## src/rtl/mem_stage_if.sv

```systemverilog
// rtl/mem_stage_if.sv - req/ack data memory bus between the memory stage and data memory
interface mem_stage_if #(
   parameter int ADDR_W = 16,
   parameter int DATA_W = 16
);
   logic [ADDR_W-1:0] bus_addr;
   logic [DATA_W-1:0] bus_wdata;
   logic [1:0]        bus_be;
   logic              bus_we;
   logic              bus_req;
   logic              bus_ack;
   logic [DATA_W-1:0] bus_rdata;

   modport master (
      output bus_addr, bus_wdata, bus_be, bus_we, bus_req,
      input  bus_ack, bus_rdata
   );

   modport slave (
      input  bus_addr, bus_wdata, bus_be, bus_we, bus_req,
      output bus_ack, bus_rdata
   );
endinterface

```

## src/rtl/mem_stage.sv

```systemverilog
// rtl/mem_stage.sv - CPU memory-access stage: byte/word loads and stores over a req/ack bus,
// odd-address words split into two little-endian byte transactions.
module mem_stage #(
   parameter int ADDR_W = 16,
   parameter int DATA_W = 16
) (
   input  logic              clk,
   input  logic              rst,
   input  logic              en,
   input  logic [15:0]       pc_in,
   input  logic [31:0]       control_signals_in,
   input  logic [15:0]       imm_in,
   input  logic [ADDR_W-1:0] addr_in,
   output logic [2:0]        rf_regC,
   input  logic [DATA_W-1:0] rf_dataC,
   mem_stage_if.master       bus,
   output logic              stall,
   output logic              valid_out,
   output logic [DATA_W-1:0] result_out,
   output logic [31:0]       control_signals_out,
   output logic [15:0]       imm_out,
   output logic [15:0]       pc_out
);
   // Control word layout: memory op bits [3:0], register select [6:4]
   localparam int RD_B   = 0;
   localparam int RD_W   = 1;
   localparam int WR_B   = 2;
   localparam int WR_W   = 3;
   localparam int REG_LO = 4;

   typedef enum logic [1:0] {IDLE, ACC1, ACC2} state_t;

   state_t            state_q, state_d;
   logic [31:0]       ctrl_q, ctrl_d;
   logic [15:0]       imm_q, imm_d, pc_q, pc_d;
   logic [ADDR_W-1:0] addr_q, addr_d;
   logic [DATA_W-1:0] data_q, data_d;
   logic [7:0]        lo_q, lo_d;
   logic              req_q, req_d, we_q, we_d, valid_q, valid_d;
   logic [1:0]        be_q, be_d;
   logic [ADDR_W-1:0] baddr_q, baddr_d;
   logic [DATA_W-1:0] wdata_q, wdata_d, result_q, result_d;
   logic [31:0]       ctrl_out_q, ctrl_out_d;
   logic [15:0]       imm_out_q, imm_out_d, pc_out_q, pc_out_d;

   logic              in_mem, in_write, in_word, cur_write, cur_word, done;
   logic [DATA_W-1:0] rd_val;

   // Writes beat reads, word beats byte
   assign in_write  = control_signals_in[WR_B] | control_signals_in[WR_W];
   assign in_word   = in_write ? control_signals_in[WR_W] : control_signals_in[RD_W];
   assign in_mem    = in_write | control_signals_in[RD_B] | control_signals_in[RD_W];
   assign cur_write = ctrl_q[WR_B] | ctrl_q[WR_W];
   assign cur_word  = cur_write ? ctrl_q[WR_W] : ctrl_q[RD_W];

   always_comb begin
      state_d    = state_q;
      ctrl_d     = ctrl_q;
      imm_d      = imm_q;
      pc_d       = pc_q;
      addr_d     = addr_q;
      data_d     = data_q;
      lo_d       = lo_q;
      req_d      = req_q;
      we_d       = we_q;
      be_d       = be_q;
      baddr_d    = baddr_q;
      wdata_d    = wdata_q;
      valid_d    = 1'b0;
      result_d   = result_q;
      ctrl_out_d = ctrl_out_q;
      imm_out_d  = imm_out_q;
      pc_out_d   = pc_out_q;
      done       = 1'b0;
      rd_val     = '0;
      case (state_q)
         IDLE: begin
            if (en && !in_mem) begin
               valid_d    = 1'b1;
               result_d   = addr_in;
               ctrl_out_d = control_signals_in;
               imm_out_d  = imm_in;
               pc_out_d   = pc_in;
            end else if (en) begin
               ctrl_d  = control_signals_in;
               imm_d   = imm_in;
               pc_d    = pc_in;
               addr_d  = addr_in;
               data_d  = rf_dataC;
               state_d = ACC1;
               req_d   = 1'b1;
               we_d    = in_write;
               baddr_d = {addr_in[ADDR_W-1:1], 1'b0};
               if (in_word && !addr_in[0]) begin
                  be_d    = 2'b11;
                  wdata_d = rf_dataC;
               end else begin
                  // Byte access, or the low byte of an odd word, which sits in the high lane
                  be_d    = addr_in[0] ? 2'b10 : 2'b01;
                  wdata_d = {rf_dataC[7:0], rf_dataC[7:0]};
               end
            end
         end
         ACC1: begin
            if (bus.bus_ack) begin
               if (cur_word && addr_q[0]) begin
                  state_d = ACC2;
                  lo_d    = bus.bus_rdata[15:8];
                  baddr_d = addr_q + ADDR_W'(1);
                  be_d    = 2'b01;
                  wdata_d = {data_q[15:8], data_q[15:8]};
               end else begin
                  done   = 1'b1;
                  rd_val = cur_word ? bus.bus_rdata
                         : {8'h00, addr_q[0] ? bus.bus_rdata[15:8] : bus.bus_rdata[7:0]};
               end
            end
         end
         ACC2: begin
            if (bus.bus_ack) begin
               done   = 1'b1;
               rd_val = {bus.bus_rdata[7:0], lo_q};
            end
         end
         default: state_d = IDLE;
      endcase
      if (done) begin
         state_d    = IDLE;
         req_d      = 1'b0;
         valid_d    = 1'b1;
         result_d   = cur_write ? addr_q : rd_val;
         ctrl_out_d = ctrl_q;
         imm_out_d  = imm_q;
         pc_out_d   = pc_q;
      end
   end

   always_ff @(posedge clk) begin
      if (rst) begin
         state_q    <= IDLE;
         ctrl_q     <= '0;
         imm_q      <= '0;
         pc_q       <= '0;
         addr_q     <= '0;
         data_q     <= '0;
         lo_q       <= '0;
         req_q      <= 1'b0;
         we_q       <= 1'b0;
         be_q       <= '0;
         baddr_q    <= '0;
         wdata_q    <= '0;
         valid_q    <= 1'b0;
         result_q   <= '0;
         ctrl_out_q <= '0;
         imm_out_q  <= '0;
         pc_out_q   <= '0;
      end else begin
         state_q    <= state_d;
         ctrl_q     <= ctrl_d;
         imm_q      <= imm_d;
         pc_q       <= pc_d;
         addr_q     <= addr_d;
         data_q     <= data_d;
         lo_q       <= lo_d;
         req_q      <= req_d;
         we_q       <= we_d;
         be_q       <= be_d;
         baddr_q    <= baddr_d;
         wdata_q    <= wdata_d;
         valid_q    <= valid_d;
         result_q   <= result_d;
         ctrl_out_q <= ctrl_out_d;
         imm_out_q  <= imm_out_d;
         pc_out_q   <= pc_out_d;
      end
   end

   assign rf_regC             = (state_q == IDLE) ? control_signals_in[REG_LO +: 3] : ctrl_q[REG_LO +: 3];
   assign stall               = (state_q != IDLE);
   assign bus.bus_addr        = baddr_q;
   assign bus.bus_wdata       = wdata_q;
   assign bus.bus_be          = be_q;
   assign bus.bus_we          = we_q;
   assign bus.bus_req         = req_q;
   assign valid_out           = valid_q;
   assign result_out          = result_q;
   assign control_signals_out = ctrl_out_q;
   assign imm_out             = imm_out_q;
   assign pc_out              = pc_out_q;
endmodule
```

## src/flat_wrapper.sv

```systemverilog
// flat-port wrapper written by rule: the top's interface ports become plain ports
module mem_stage_flat 
#(
   parameter int ADDR_W = 16,
   parameter int DATA_W = 16
)
  (clk, rst, en, pc_in, control_signals_in, imm_in, addr_in, rf_regC, rf_dataC, stall, valid_out, result_out, control_signals_out, imm_out, pc_out, bus_bus_addr, bus_bus_wdata, bus_bus_be, bus_bus_we, bus_bus_req, bus_bus_ack, bus_bus_rdata);
  mem_stage_if #(.ADDR_W(ADDR_W), .DATA_W(DATA_W)) bus_i ();
  input  logic clk;
  input  logic rst;
  input  logic en;
  input  logic [15:0] pc_in;
  input  logic [31:0] control_signals_in;
  input  logic [15:0] imm_in;
  input  logic [ADDR_W-1:0] addr_in;
  output logic [2:0] rf_regC;
  input  logic [DATA_W-1:0] rf_dataC;
  output logic stall;
  output logic valid_out;
  output logic [DATA_W-1:0] result_out;
  output logic [31:0] control_signals_out;
  output logic [15:0] imm_out;
  output logic [15:0] pc_out;
  output wire logic [$bits(bus_i.bus_addr)-1:0] bus_bus_addr;
  output wire logic [$bits(bus_i.bus_wdata)-1:0] bus_bus_wdata;
  output wire logic [$bits(bus_i.bus_be)-1:0] bus_bus_be;
  output wire logic [$bits(bus_i.bus_we)-1:0] bus_bus_we;
  output wire logic [$bits(bus_i.bus_req)-1:0] bus_bus_req;
  input wire logic [$bits(bus_i.bus_ack)-1:0] bus_bus_ack;
  input wire logic [$bits(bus_i.bus_rdata)-1:0] bus_bus_rdata;
  assign bus_bus_addr = bus_i.bus_addr;
  assign bus_bus_wdata = bus_i.bus_wdata;
  assign bus_bus_be = bus_i.bus_be;
  assign bus_bus_we = bus_i.bus_we;
  assign bus_bus_req = bus_i.bus_req;
  assign bus_i.bus_ack = bus_bus_ack;
  assign bus_i.bus_rdata = bus_bus_rdata;
  mem_stage #(.ADDR_W(ADDR_W), .DATA_W(DATA_W)) u_core (.clk(clk), .rst(rst), .en(en), .pc_in(pc_in), .control_signals_in(control_signals_in), .imm_in(imm_in), .addr_in(addr_in), .rf_regC(rf_regC), .rf_dataC(rf_dataC), .bus(bus_i), .stall(stall), .valid_out(valid_out), .result_out(result_out), .control_signals_out(control_signals_out), .imm_out(imm_out), .pc_out(pc_out));
endmodule
```

## config.mk

```make
export PLATFORM = sky130hd
export DESIGN_NAME = mem_stage_flat
export DESIGN_NICKNAME = d
export VERILOG_FILES = /design/src/rtl/mem_stage_if.sv /design/src/rtl/mem_stage.sv /design/src/flat_wrapper.sv
export SDC_FILE = /design/constraint.sdc
export NUM_CORES = 1
export LEC_CHECK = 0
export CAP_MARGIN = 5
export CORE_MARGIN = 2
export CORE_UTILIZATION = 55
export CTS_BUF_LIST = sky130_fd_sc_hd__clkbuf_16
export CTS_CLUSTER_SIZE = 8
export DETAILED_ROUTE_END_ITERATION = 12
export DONT_BUFFER_PORTS = 1
export PLACE_DENSITY = 0.68
export SETUP_SLACK_MARGIN = 0.1
export SYNTH_ARGS = -nofsm -noshare
export SYNTH_HDL_FRONTEND = slang
export SYNTH_SLANG_ARGS = --single-unit
```

## constraint.sdc

```tcl
create_clock -name clk -period 4.7 [get_ports clk]
set_input_delay 0.47 -clock clk [delete_from_list [all_inputs] [get_ports clk]]
set_output_delay 0.47 -clock clk [all_outputs]
set_load 0.02 [all_outputs]
```

### Yosys cells after proc, flatten, opt, wreduce, memory -nomap -nowiden

Cells that the tools add are included.

* bitwise logic cells: 6
* add/sub/neg operators: 1
* reductions and logical operators: 16
* magnitude comparators: 0
* shifts and indexed selects: 0
* $mul: 0
* multiplexer cells: 52
* equal/unequal tests: 6
* divide/modulo/power cells: 0

Operators with widths (count)
* $mux 16: 23
* $mux 32: 3
* $pmux 16 s2: 3
* $mux 2: 10
* $add 16x1->16 const B: 1
* $reduce_and 5->1: 2
* $mux 1: 8
* $mux 8: 1
* $reduce_bool 2->1: 4
* $ne 2x2->1 const B: 3
* $pmux 2 s3: 1
* $reduce_and 3->1: 2
* $or 1x1->1: 4
* $pmux 2 s2: 1
* $logic_and 1x1->1: 3
* $mux 3: 1
* $eq 2x1->1 const B: 1
* $eq 2x2->1 const B: 1
* $logic_not 1->1: 2
* $logic_not 2->1: 1
* $ne 2x1->1 const B: 1
* $not 1->1: 2
* $pmux 1 s2: 1
* $reduce_and 2->1: 1
* $reduce_or 2->1: 1

* bits in writable memories: 0
* memories kept: 0
* register bits after elaboration: 223
* bits in read-only memories: 0
* bits in latches: 0
* output and inout bits: 121
* word-level logic and storage cells: 98

### Longest topological paths before layout

Gate-level depths: netlist (run 1).

* depth in word-level cells: 8
* depth in mapped cells: 11
* depth with buffers taken out: 7

### Least setup slack after synthesis (run 1)

OpenSTA, ideal clock, no wires.

* path kind: input to register
* start point: input port control_signals_in[0]
* end point: register u_core.ctrl_out_q[10] (netlist: u_core.control_signals_out[10])
* required time: 4.614 ns
* stages on the path: 6
* arrival time: 1.820 ns
* buffers on the path: 2
* library setup time: 0.086 ns
* setup slack: 2.794 ns
* cell sequence: or4_4 nand2b_1 buf_2 buf_4 mux2i_1 a211oi_1

* cells in the longest elaborated chain, start to end: 6

RTL lines
* start, declared: RTL line flat_wrapper.sv:13 `input logic [31:0] control_signals_in;`
* $or 1x1->1 (2 in a row): RTL line mem_stage.sv:52 `assign in_mem = in_write | control_signals_in[RD_B] | control_signals_in[RD_W];`
* $logic_not 1->1: RTL line mem_stage.sv:78 `if (en && !in_mem) begin`
* $logic_and 1x1->1: RTL line mem_stage.sv:78
* $reduce_bool 2->1 (no source line)
* $reduce_and 2->1 (no source line)
* end signal, assigned: RTL line mem_stage.sv:172 `ctrl_out_q <= ctrl_out_d;`
* end, declared: RTL line mem_stage.sv:43 `logic [31:0] ctrl_out_q, ctrl_out_d;`

No other way between the ends.
A chain may end at the register's enable or synchronous reset.

### Worst setup path after layout (run 1)

* start point: register u_core.state_q[1]
* end point: register u_core.wdata_q[11] (netlist: u_core.bus.bus_wdata[11])

* cells in the longest elaborated chain, start to end: 3
* elaborated cells on any way between the ends: 9

RTL lines
* start, declared: RTL line mem_stage.sv:33 `state_t state_q, state_d;`
* start signal, assigned: RTL line mem_stage.sv:158 `state_q <= state_d;`
* $eq 2x1->1 or $logic_not 2->1 (tied branches): RTL line mem_stage.sv:76 `case (state_q)`
* $ne 2x1->1 (no source line), or another cell as far along
* $reduce_and 5->1 (no source line)
* end signal, assigned: RTL line mem_stage.sv:169 `wdata_q <= wdata_d;`
* end, declared: RTL line mem_stage.sv:42 `logic [DATA_W-1:0] wdata_q, wdata_d, result_q, result_d;`

Parallel ways exist; a longest one is shown, timed or not.

==> impl_metrics.csv, run 1 <==
group,metric,value,unit
power_and_ir_drop,pwr-share-comb,23.3,%
placement,hpwl,15010,µm
detailed_routing,ant_nets,0,
floorplan,die_h,134.6,µm
cells_and_area,utilization,60.63,%
logic_synthesis,synth_seq_cells,215,
floorplan,die_area,18120,µm²
power_and_ir_drop,p_int,3.831,mW
job,cap_violations,0,
clocking,cts-root-buf,"clkbuf_16",
grt,grt_pass1_vias,7097,
power_and_ir_drop,power_switching,2.176,mW
clocking,cts-hold-fix-buffers,0,
clocking,clock-sinks,215,
placement,pre_cts_slack,1.757,ns
sta,setup_tns,0,ns
floorplan,io-pin-count,237,
clocking,clockBufferDepth,3,
floorplan,die_w,134.6,µm
sta,worstMarginPinSlew,1.138,ns
clocking,h-tree-depth,1,
logic_synthesis,seq_area_frac_synth,45.89,%
run_status,run_status,"finished, final reports clean",
power_and_ir_drop,power_frac_seq,45.9,%
sta,final_max_slew_viol_count,0,
sta,rsz0062_at_grt,"no",
detailed_routing,route.vias.total,7581,
power_and_ir_drop,vdd_drop_max,0.3413,mV
critical_path,cpMaxStageDelayCell,"a21oi_4",
logic_synthesis,synth_edf_count,0,
logic_synthesis,synthArstFlopShare,0,%
critical_path,reg2reg_from,"u_core.state_q[1]$_SDFFE_PP0P_",
critical_path,r2r_setup_slack,1.73,ns
sta,slew_headroom,23.54,%
grt,antenna_found_initial,0,
logic_synthesis,syn-num-nets,1213,
detailed_routing,detail_route.first_pass.iterations,5,
critical_path,worstPathCellList,"inv_1, ha_2, buf_4, o2111ai_1, a21oi_4, buf_4, nor2_1, a311oi_1",
grt,grt_overflow,0,
clocking,post_cts_buffers,0,
sta,fin_crit_sh,63.16,%
cells_and_area,antenna_cells,0,
detailed_routing,viasPerCell,6.031,
sta,finalSetupViolCount,0,
power_and_ir_drop,clockPowerShare,30.8,%
cells_and_area,area_delta_synth_final,7.576,%
critical_path,arrival,3.38,ns
cells_and_area,layout-drive-gt1-share,5.304,%
critical_path,path_class,"reg2reg",
clocking,clk_pin_slew,0.05,ns
critical_path,start_kind,"flop",
power_and_ir_drop,p_leak,4.216,nW
critical_path,end_kind,"flop",
critical_path,critPathBufInv,3,
placement,io_buffers,0,
logic_synthesis,synth_area,9380,µm²
critical_path,path_max_fanout,51,
detailed_routing,wire_per_inst,19.09,µm
sta,hold_viol_final,0,
grt,grt_max_degree,213,
clocking,cts_tree,"built",
critical_path,critPathTopFamily,"compound AO/OA/AOI/OAI gates",
cells_and_area,nets,1157,
clocking,clk_latency,0.53,ns
detailed_routing,drt_first_iter_violations,501,
power_and_ir_drop,switching_share,36.23,%
critical_path,reg2reg_depth,8,
hold_path,min_path_cells,1,
sta,postLayoutSetupSlackWorst,1.732,ns
critical_path,cp_common_cell,"buf_4",
logic_synthesis,ys_types,49,
floorplan,start_util,56.36,%
logic_synthesis,synth_cells,1093,
power_and_ir_drop,power.density,595.3,nW/µm²
power_and_ir_drop,total_power,6.007,mW
sta,fin_skew,0.01145,ns
clocking,cts_made_buffers,30,
sta,fin_crit,2.968,ns
cells_and_area,final_cell_mix,"215 x nand2_1, 215 x dfxtp_1, 110 x a21oi_1",
logic_synthesis,ys.flop_type,"dfxtp_1",
sta,clock.fmax,336.9,MHz
critical_path,cp.required,5.11,ns
detailed_routing,wl,23990,µm
placement,gp_congestion,0.8089,
detailed_routing,drc,0,
hold_path,min_from,"rst",
floorplan,core.rowCount,47,
logic_synthesis,synth.avg_cell_area,8.582,µm²
hold_path,hold_end,"u_core.ctrl_q[28]$_SDFFE_PP0P_",
critical_path,crit_path_max_incr_delay,0.65,ns
grt,grt_pass1_wl,37610,µm
critical_path,crit_cells,8,
hold_path,hp-class,"in2reg",
floorplan,core_area,16640,µm²
clocking,cts_resized,0,
logic_synthesis,synth_warnings,0,
grt,grtUsageTotal,25.47,%
critical_path,r2r-end,"u_core.bus.bus_wdata[11]$_SDFFE_PP0P_",
synthesized netlist by cell type (3+ instances only):
| library cell | number | area, µm² |
|---|---|---|
| clkbuf_1 | 56 | 210.2 |
| and2_1 | 4 | 25.02 |
| buf_6 | 3 | 33.78 |
| o211ai_1 | 6 | 45.04 |
| a311oi_1 | 8 | 70.07 |
| and4b_1 | 8 | 80.08 |
| a2111oi_0 | 9 | 78.83 |
| nand3_1 | 13 | 65.06 |
| buf_2 | 22 | 110.1 |
| dfxtp_1 | 215 | 4304 |
| buf_1 | 3 | 11.26 |
| o21ai_0 | 11 | 55.05 |
| a211oi_1 | 95 | 713.2 |
| xnor2_1 | 7 | 61.31 |
| a22oi_1 | 11 | 82.58 |
| inv_1 | 5 | 18.77 |
| nand4_1 | 5 | 31.28 |
| nor2_1 | 102 | 382.9 |
| nand2_1 | 217 | 814.5 |
| xor2_1 | 5 | 43.79 |
| and3_1 | 11 | 68.82 |
| a211o_1 | 5 | 43.79 |
| a21oi_1 | 111 | 555.5 |
| nor3_1 | 16 | 80.08 |
| mux2i_1 | 103 | 1031 |
| mux2_2 | 3 | 33.78 |
| ha_1 | 4 | 50.05 |
| buf_4 | 11 | 82.58 |
power by group through the flow:
stage	clock [mW]	combinational, mW	sequential [mW]
global route	1.97	1.58	2.80
detailed placement	0	1.40	2.79
global placement	0	1.37	2.79
finish	1.85	1.40	2.76
CTS	1.88	1.40	2.76
floorplan	0	1.22	2.70
final cells by class:
cell class                 instances  area [µm²]
fill                            1491        6551
multi-input combinational        777        4644
sequential                       215        4304
clock buffer                      31       775.7
tap                              220       275.3
timing repair buffer               7       65.06
inverter                           6       22.52
clock inverter                     1       3.754
per-stage QoR:
stage	hold WS [ns]	cells	instance area, µm²
after floorplan	0.4316	1093	9380
after global placement	0.4366	1225	9311
after detailed placement	0.4408	1225	9311
after CTS	0.004579	1257	10090
after global routing	0.004525	1257	10090
final	0.04421	1257	10090
per-layer routing:
layer,track usage (%),wire [µm]
met5,0,0
met3,9.572,2351
met2,40.28,10910
met4,8.187,611
met1,32.31,10120
state kept, by name, summed over array words and instances, names as in the netlist:
signal and count:
u_core.control_signals_out 32, u_core.bus.bus_be 2, u_core.state_q 2, u_core.bus.bus_wdata 16, u_core.addr_q 16, u_core.valid_out 1
u_core.lo_q 8, u_core.bus.bus_req 1, u_core.bus.bus_we 1, u_core.bus.bus_addr 16, u_core.ctrl_q 32, u_core.result_out 16
u_core.imm_out 16, u_core.pc_out 16, u_core.pc_q 16, u_core.data_q 8, u_core.imm_q 16
kinds of logic after synthesis:
logic type	count (synthesis)	share of synthesized area [%]
xor+xnor	12	1.120
simple gates	388	17.50
buf+inv	101	5.015
mux	106	11.35
flops	215	45.89
fa+ha+maj	4	0.5336
compound gates	267	18.59
worst max path at each step:
| stage | from | to | slack, ns |
|---|---|---|---|
| global placement | u_core.state_q[1]$_SDFFE_PP0P_ | u_core.bus.bus_be[0]$_SDFFE_PP0P_ | 1.91 |
| global route | u_core.state_q[1]$_SDFFE_PP0P_ | u_core.bus.bus_wdata[11]$_SDFFE_PP0P_ | 1.45 |
| floorplan | control_signals_in[0] | u_core.control_signals_out[10]$_SDFFE_PP0P_ | 2.79 |
| finish | u_core.state_q[1]$_SDFFE_PP0P_ | u_core.bus.bus_wdata[11]$_SDFFE_PP0P_ | 1.73 |
| detailed placement | u_core.state_q[1]$_SDFFE_PP0P_ | u_core.bus.bus_wdata[11]$_SDFFE_PP0P_ | 1.76 |
| CTS | u_core.state_q[1]$_SDFFE_PP0P_ | u_core.bus.bus_wdata[11]$_SDFFE_PP0P_ | 1.74 |
Power figures use the tool's default switching activity.
==> run 2, diff against run 1 <==
==> constraint.sdc (replaced) <==
create_clock -name clk -period 2.85 [get_ports clk]
set_input_delay 0.285 -clock clk [delete_from_list [all_inputs] [get_ports clk]]
set_output_delay 0.285 -clock clk [all_outputs]
set_load 0.02 [all_outputs]
==> impl_metrics.csv, run 2 (synthesized netlist as in run 1, its figures left out) <==
group,metric,value,unit
run_status,run_status,"finished, final reports clean",
sta,slew_headroom,55.26,%
critical_path,path_max_fanout,26,
clocking,cts-root-buf,"clkbuf_16",
critical_path,arrival,3.04,ns
clocking,cts_made_buffers,30,
detailed_routing,viasPerCell,5.953,
floorplan,core.rowCount,47,
detailed_routing,drt_first_iter_violations,480,
grt,grt_max_degree,139,
critical_path,reg2reg_depth,9,
sta,fin_skew,0.01053,ns
sta,holdWs,0.004868,ns
critical_path,reg2reg_from,"u_core.state_q[1]$_SDFFE_PP0P_",
detailed_routing,route.vias.total,8524,
sta,postLayoutSetupSlackWorst,0.2859,ns
critical_path,path_class,"reg2reg",
sta,rsz0062_at_grt,"no",
critical_path,cp.required,3.33,ns
cells_and_area,utilization,71.42,%
critical_path,crit_start,"u_core.state_q[1]$_SDFFE_PP0P_",
hold_path,hp-class,"in2reg",
grt,grt_pass1_vias,8454,
sta,setup_tns,0,ns
detailed_routing,ant_nets,0,
cells_and_area,layout-drive-gt1-share,6.441,%
clocking,cts_tree,"built",
sta,hold_viol_final,0,
sta,fin_crit,2.564,ns
clocking,clk_latency,0.54,ns
power_and_ir_drop,vdd_drop_max,0.6086,mV
floorplan,io-pin-count,237,
grt,grt_overflow,0,
clocking,h-tree-depth,1,
sta,clock.fmax,390.0,MHz
detailed_routing,wire_per_inst,19.06,µm
sta,final_max_slew_viol_count,0,
clocking,clockBufferDepth,3,
floorplan,die_h,134.6,µm
cells_and_area,stdcell_count,1432,
floorplan,die_area,18120,µm²
clocking,clock-sinks,215,
cells_and_area,fill_cells,1284,
detailed_routing,wl,27300,µm
sta,finalSetupViolCount,0,
sta,fin_crit_sh,89.97,%
detailed_routing,detail_route.first_pass.iterations,5,
sta,worstMarginPinSlew,0.6711,ns
cells_and_area,area_delta_synth_final,26.72,%
critical_path,crit_path_end,"u_core.bus.bus_wdata[1]$_SDFFE_PP0P_",
placement,gp_congestion,0.8330,
grt,grtUsageTotal,29.27,%
cells_and_area,nets,1331,
critical_path,r2r_setup_slack,0.29,ns
critical_path,r2r-end,"u_core.bus.bus_wdata[1]$_SDFFE_PP0P_",
placement,io_buffers,0,
placement,pre_cts_slack,0.5811,ns
critical_path,start_kind,"flop",
clocking,clk_pin_slew,0.05,ns
cells_and_area,final_cell_mix,"215 x nand2_1, 215 x dfxtp_1, 153 x dlygate4sd3_1",
power_and_ir_drop,p_leak,5.155,nW
floorplan,core_area,16640,µm²
grt,grt_pass1_wl,43270,µm
job,cap_violations,0,
grt,antenna_found_initial,1,
placement,place_inst,1235,
critical_path,end_kind,"flop",
detailed_routing,drc,0,
power_and_ir_drop,power.density,889.4,nW/µm²
floorplan,die_w,134.6,µm
placement,hpwl,15750,µm
floorplan,start_util,56.36,%
-- run 2: cell count changes in the layout (fill, tap and decap cells not counted), sizes merged --
cell / change
diode: +1
clkinv: +1
dlygate4sd3: +153
nand2: +1
clkbuf: -1
buf: +20
-- run 2: per-layer routing --
layer / vias to the layer above / wire, µm / GRT usage [%] / part of all wire (%)
met5: - / 0 / 0 / 0
met4: 0 / 945 / 11.81 / 3.5
met3: 67 / 2521 / 8.596 / 9.2
met2: 337 / 12980 / 48.84 / 48
met1: 4034 / 10850 / 35.54 / 40
li1: 4086 / - / - / -
-- run 2: repair_timing --
action                                  in CTS  in global routing
setup buffers                                0                  9
endpoints found under the setup margin       0                 70
resized for setup                            0                  6
endpoints found under the hold margin      213                  0
hold buffers                               154                  0
-- run 2: critical path, cell delays in order (launching register included) --
cell,delay [ns]
dfxtp_1,0.34
inv_1,0.07
ha_2,0.26
inv_1,0.27
nand2_1,0.17
a21oi_4,0.36
buf_12,0.22
nor2_1,0.05
a211oi_1,0.19
dlygate4sd3_1,0.57
-- run 2: how the worst min path moves through the flow --
stage                                start                                           to  slack (ns)  cells past startpoint
floorplan                       addr_in[0]            u_core.bus.bus_be[0]$_SDFFE_PP0P_        0.41                      1
global placement                       rst                  u_core.valid_out$_SDFF_PP0_        0.37                      1
detailed placement                     rst                  u_core.valid_out$_SDFF_PP0_        0.37                      1
CTS                               pc_in[6]                u_core.pc_out[6]$_SDFFE_PP0P_      0.0002                      2
global route        control_signals_in[28]  u_core.control_signals_out[28]$_SDFFE_PP0P_       0.003                      2
finish              control_signals_in[28]  u_core.control_signals_out[28]$_SDFFE_PP0P_       0.005                      2
-- run 2: stage by stage --
step                      total power [mW]  instance area, µm²
after floorplan                      6.461                9380
after global placement               6.990                9462
after detailed placement             7.056                9462
after CTS                            10.46               11790
after global routing                 11.11               11880
final                                10.57               11890
-- run 2: final cells by class --
cell class,count,area (µm²),area share [%]
Multi-Input combinational cell,778,4669,39.28
Sequential cell,215,4304,36.21
Timing Repair Buffer,180,1842,15.49
Clock buffer,30,750.7,6.316
Tap cell,220,275.3,2.316
Inverter,6,22.52,0.1895
Clock inverter,2,20.02,0.1684
Antenna cell,1,2.502,0.02105
-- run 2: power by group --
part | internal, mW | total [mW] | switching [mW]
Clock | 1.83 | 3.04 | 1.21
Combinational | 1.29 | 2.97 | 1.68
Sequential | 3.62 | 4.56 | 0.939
